[src/rtl/controle_acesso_interface.sv]
// Sequential requester for the interface-1 permission checker: holds each request
// stable on the checker, samples its permit bit, and locks out after repeated denials.
module controle_acesso_interface #(
    parameter int HOLD_CYCLES = 2,
    parameter int MAX_FAIL    = 3,
    parameter int LOCK_CYCLES = 16
) (
    input  logic       clk,
    input  logic       rst_n,
    input  logic       req_valid,
    input  logic [2:0] perfil,
    input  logic [2:0] funcao,
    output logic       req_ready,
    output logic [2:0] chk_perfil,
    output logic [2:0] chk_funcao,
    input  logic       chk_result,
    output logic       grant,
    output logic       deny,
    output logic       locked,
    output logic [1:0] fail_count
);

    localparam int CNT_MAX = (HOLD_CYCLES > LOCK_CYCLES) ? HOLD_CYCLES : LOCK_CYCLES;
    localparam int CNT_W   = $clog2(CNT_MAX) + 1;

    localparam logic [CNT_W-1:0] HOLD_LOAD = CNT_W'(HOLD_CYCLES - 1);
    localparam logic [CNT_W-1:0] LOCK_LOAD = CNT_W'(LOCK_CYCLES - 1);

    localparam logic [1:0] IDLE    = 2'd0;
    localparam logic [1:0] PRESENT = 2'd1;
    localparam logic [1:0] RESP    = 2'd2;
    localparam logic [1:0] LOCK    = 2'd3;

    logic [1:0]       state_q, state_d;
    logic [CNT_W-1:0] cnt_q, cnt_d;
    logic [2:0]       perfil_q, perfil_d;
    logic [2:0]       funcao_q, funcao_d;
    logic             permit_q, permit_d;
    logic [1:0]       fail_q, fail_d;

    // One counter serves both the hold window and the lockout; they never overlap.
    always_comb begin
        state_d  = state_q;
        cnt_d    = cnt_q;
        perfil_d = perfil_q;
        funcao_d = funcao_q;
        permit_d = permit_q;
        fail_d   = fail_q;
        case (state_q)
            IDLE: begin
                if (req_valid) begin
                    perfil_d = perfil;
                    funcao_d = funcao;
                    cnt_d    = HOLD_LOAD;
                    state_d  = PRESENT;
                end
            end
            PRESENT: begin
                if (cnt_q == '0) begin
                    permit_d = chk_result;
                    state_d  = RESP;
                    if (chk_result) begin
                        fail_d = 2'd0;
                    end else if (fail_q != 2'd3) begin
                        fail_d = fail_q + 2'd1;
                    end
                end else begin
                    cnt_d = cnt_q - CNT_W'(1);
                end
            end
            RESP: begin
                // The count was already updated at the sampling edge.
                if (int'(fail_q) >= MAX_FAIL) begin
                    cnt_d   = LOCK_LOAD;
                    state_d = LOCK;
                end else begin
                    state_d = IDLE;
                end
            end
            default: begin
                if (cnt_q == '0) begin
                    fail_d  = 2'd0;
                    state_d = IDLE;
                end else begin
                    cnt_d = cnt_q - CNT_W'(1);
                end
            end
        endcase
    end

    always_ff @(posedge clk or negedge rst_n) begin
        if (!rst_n) begin
            state_q  <= IDLE;
            cnt_q    <= '0;
            perfil_q <= 3'd0;
            funcao_q <= 3'd0;
            permit_q <= 1'b0;
            fail_q   <= 2'd0;
        end else begin
            state_q  <= state_d;
            cnt_q    <= cnt_d;
            perfil_q <= perfil_d;
            funcao_q <= funcao_d;
            permit_q <= permit_d;
            fail_q   <= fail_d;
        end
    end

    assign req_ready  = (state_q == IDLE);
    assign locked     = (state_q == LOCK);
    assign grant      = (state_q == RESP) &&  permit_q;
    assign deny       = (state_q == RESP) && !permit_q;
    assign chk_perfil = perfil_q;
    assign chk_funcao = funcao_q;
    assign fail_count = fail_q;

endmodule

[config.mk]
export PLATFORM = sky130hd
export DESIGN_NAME = controle_acesso_interface
export DESIGN_NICKNAME = d
export VERILOG_FILES = /design/src/rtl/controle_acesso_interface.sv
export SDC_FILE = /design/constraint.sdc
export NUM_CORES = 1
export LEC_CHECK = 0
export CORE_MARGIN = 2
export CORE_UTILIZATION = 63
export CTS_BUF_LIST = sky130_fd_sc_hd__clkbuf_16
export CTS_CLUSTER_DIAMETER = 150
export DETAILED_ROUTE_END_ITERATION = 16
export DONT_BUFFER_PORTS = 1
export PLACE_DENSITY = 0.79
export RECOVER_POWER = 25
export SYNTH_ARGS = -nofsm -noshare
export SYNTH_HDL_FRONTEND = slang
export SYNTH_SLANG_ARGS = --single-unit
[constraint.sdc]
create_clock -name clk -period 2.6 [get_ports clk]
set_input_delay 0.39 -clock clk [delete_from_list [all_inputs] [get_ports clk]]
set_output_delay 0.39 -clock clk [all_outputs]
set_load 0.02 [all_outputs]
# == Word level (Yosys, flattened, before mapping) ==
# Cells that the tools add are included.
# Widths: inputs -> output; s select.
# word_totals
regBits,16
inputBits,10
out_inout_bits,12
wordCells,44
# classes
n_mux,13
bitwise,1
n_lt_le_gt_ge,1
add_sub_neg,2
eq_ne,9
reduce_logical,12
# op_table
operator,count
$mux 5,3
$mux 2,7
$pmux 5 s2,1
$reduce_and 3->1,3
$ne 2x2->1 const B,4
$pmux 2 s3,1
$logic_not 5->1,1
$sub 5x1->5 const B,1
$eq 2x2->1 const B,2
$pmux 2 s2,1
$reduce_and 2->1,2
$ne 3x2->1 const B,1
$ne 3x3->1 const B,1
$reduce_bool 3->1,1
$add 2x1->2 const B,1
$eq 2x1->1 const B,1
$ge 2x2->1 const B,1
$logic_and 1x1->1,2
$logic_not 2->1,1
$reduce_or 2->1,1
$logic_not 1->1,1
$not 1->1,1

# == Depth between registers and ports, before layout ==
# depth
depth_word,5
mapped_depth,5
mapped_depth_nobuf,5

# == Worst setup path before layout ==
# Ideal clock, no wire load.
# synth_path
path_type,register to output
startpoint,register state_q[0]
endpoint,output port grant
path_buffers,2
stages_incl_launch_ff,4
required_time_ps,2210
slack_ps,949
arrival_time_ps,1261
path_cell_list,dfrtp_1 clkbuf_1 buf_2 nor3b_1
# synth_via
elab_chain_cells,2
# synth_rtl
item,line,rtl
start: declaration,34,"logic [1:0] state_q, state_d;"
start signal: assignment,100,state_q <= state_d;
$eq 2x2->1,111,assign grant = (state_q == RESP) && permit_q;
$logic_and 1x1->1,111,
end: declaration,17,"output logic grant,"
# Every way passes these cells.

# == Worst setup path after layout ==
# Same ends and word-level chain as after synthesis.

==> impl_metrics.json <==
{
  "synth-seq-cells": 16,
  "critPathMaxFanout": 19,
  "clkTransAtPathRegs_ns": 0.05,
  "grt_usage_pct": 23.0,
  "hold_viol_final": 0,
  "synth_edf_count": 0,
  "synthDistinctLibCells": 26,
  "grt_pass1_wl_um": 2350,
  "die_area_sq_um": 1610,
  "rsz0062_at_grt": "no",
  "cpPeakStageDelay_ns": 0.58,
  "grt_max_degree": 20,
  "antenna_found_initial": 0,
  "clkLatencyLatePin_ns": 0.24,
  "p_clk_share_pct": 23.0,
  "r2r_slack_ns": 0.84,
  "final.setup.worst_slack_ns": 0.788,
  "p_int_uw": 789,
  "finalWirelength_um": 1580,
  "path_cells": "buf_4 -> nor3b_1",
  "finalSetupViolations": 0,
  "power_density_nw_per_um2": 1370,
  "synthToLayoutAreaGrowth_pct": 12.3,
  "p_switching_uw": 470,
  "crit_type": "register to output port",
  "worstPathArrival_ns": 1.42,
  "p_leak_nw": 0.400,
  "seqPwrFrac_pct": 45.1,
  "pin_count": 22,
  "chipHeight_um": 40.1,
  "total_power_mw": 1.26,
  "min_path_type": "primary input to register",
  "skew_ns": 0.00202,
  "ant_nets": 0,
  "fin_crit_ns": 1.81,
  "row_count": 13,
  "peakVddDrop_v": 0.000684,
  "tightest_slew_ns": 0.712,
  "first_iter_violations": 21,
  "maxCapViolations": 0,
  "cts_resized": 0,
  "syn_nets": 80,
  "postSynth.asyncResetShare_pct": 100,
  "antenna_cells": 0,
  "cts.sinks": 16,
  "gp_congestion": 0.754,
  "vias_per_cell": 6.38,
  "ctsLongestPathBuffers": 2,
  "ys_seq_area_share_pct": 48.8,
  "outcome": "finished clean",
  "drc": 0,
  "num_vias": 542,
  "fmax_mhz": 552,
  "sw_frac_of_total_pct": 37.3,
  "synthFlopType": "dfrtp_1",
  "fin_setup_tns_ns": 0,
  "synth.avg_cell_area_sq_um": 12.3,
  "cts_tree": "yes",
  "portBuffers": 0,
  "htreeDepth": 1,
  "cts_buffers": 3,
  "die_x_um": 40.1,
  "drive_gt1_share_pct": 20.0,
  "yosysWarnings": 0,
  "worstPathRequired_ns": 2.21,
  "dpl.hpwl_um": 1030,
  "slew_headroom_pct": 52.4,
  "pre_cts_slack_ns": 0.881,
  "cp-end-kind": "output port",
  "crit_path_top_delay_cell": "nor3b_1",
  "fillers": 83,
  "core-area_sq_um": 1250,
  "comb_power_share_pct": 31.8,
  "post-route-period-util_pct": 69.7,
  "netlist_area_sq_um": 821,
  "startpoint_type": "register",
  "grt-ovfl-total": 0,
  "grt_pass1_vias": 531,
  "wl_per_cell_um": 18.6,
  "first_pass_iters": 6,
  "nets": 84,
  "post-route-util_pct": 73.6,
  "synthCells": 67,
  "final-max-slew-violation-count": 0,
  "clockRootBuffer": "clkbuf_16",
  "start_util_pct": 65.5
}
synthesized netlist by cell type, types with 2 or more instances:
cell type,instances,area (sq um)
a211oi_1,4,30.0
and2_1,2,12.5
buf_2,2,10.0
dfrtp_1,16,400
ha_1,3,37.5
inv_1,4,15.0
mux2_2,9,101
mux2i_1,3,30.0
nor2_1,3,11.3
nor3_1,2,10.0
nor3b_1,2,15.0
xnor2_1,3,26.3
worst paths after layout:
check,startpoint,depth (start not counted),to
worst min register to register,permit_q,1,permit_q
worst min-delay path,funcao[1],1,chk_funcao[1]
worst max register to register,cnt_q[0],5,cnt_q[2]
worst max-delay path,state_q[0],2,grant
min in group asynchronous,rst_n,1,permit_q
max in group asynchronous,rst_n,1,cnt_q[3]
layer usage:
metal	vias up	GRT usage (%)	wire length [um]
met5	-	0	0
met4	0	10.3	23
met3	4	5.00	63
met2	12	40.3	831
met1	274	26.4	662
li1	252	-	-
sequential cells by signal, summed over array words and instances, names as in the netlist:
| register | flops |
|---|---|
| cnt_q | 5 |
| chk_funcao | 3 |
| chk_perfil | 3 |
| fail_count | 2 |
| state_q | 2 |
| permit_q | 1 |
critical path: cells and delay by family, from the launching register on:
kind	cells	cell delay, ns
buffers and inverters	1	0.21
DFF	1	0.39
and+or+nand+nor	1	0.58
final cells by class:
type | instances | area, sq um | area share, %
multi-input cells | 44 | 392 | 42.5
inverters | 4 | 15.0 | 1.63
well taps | 15 | 18.8 | 2.04
clock buffers | 3 | 75.1 | 8.14
repair buffers | 2 | 17.5 | 1.90
clock inverters | 1 | 3.75 | 0.407
flip-flops and latches | 16 | 400 | 43.4
what timing repair did:
item / 4_1_cts / 5_1_grt
endpoints found under the hold margin: 16 / 0
buffers inserted: 0 / 0
hold buffers: 1 / 0
cells in the final DEF, fill, tap and decap left out, drive strengths merged, types with 3 or more instances in the layout:
master / Yosys / final
a211oi: 4 / 4
clkbuf: 1 / 3
dfrtp: 16 / 16
ha: 3 / 3
inv: 4 / 4
mux2: 9 / 9
mux2i: 3 / 3
nor2: 3 / 3
xnor2: 3 / 3
power groups by stage:
stage                     clock network [mW]  registers (mW)  logic (mW)
after detailed placement                   0           0.570       0.383
after floorplan                            0           0.538       0.337
after global placement                     0           0.563       0.374
final                                  0.290           0.568       0.401
after global routing                   0.309           0.584       0.444
after CTS                              0.295           0.568       0.403
cells by family (layout without fill, tap and decap cells):
family | after synthesis | after routing | synth area share, %
compound gates | 11 | 11 | 10.4
fa+ha+maj | 3 | 3 | 4.57
buf+inv | 7 | 10 | 3.51
xor+xnor | 3 | 3 | 3.20
flops | 16 | 16 | 48.8
mux | 12 | 12 | 16.0
simple gates | 15 | 15 | 13.6
metrics by stage:
step	hold WS, ns	std cells	cell area, sq um
after floorplan	0.0944	67	821
after global placement	0.0946	80	833
after detailed placement	0.0947	80	833
after CTS	0.296	85	922
after global routing	0.290	85	922
final	0.299	85	922
Power figures use the tool's default switching activity.
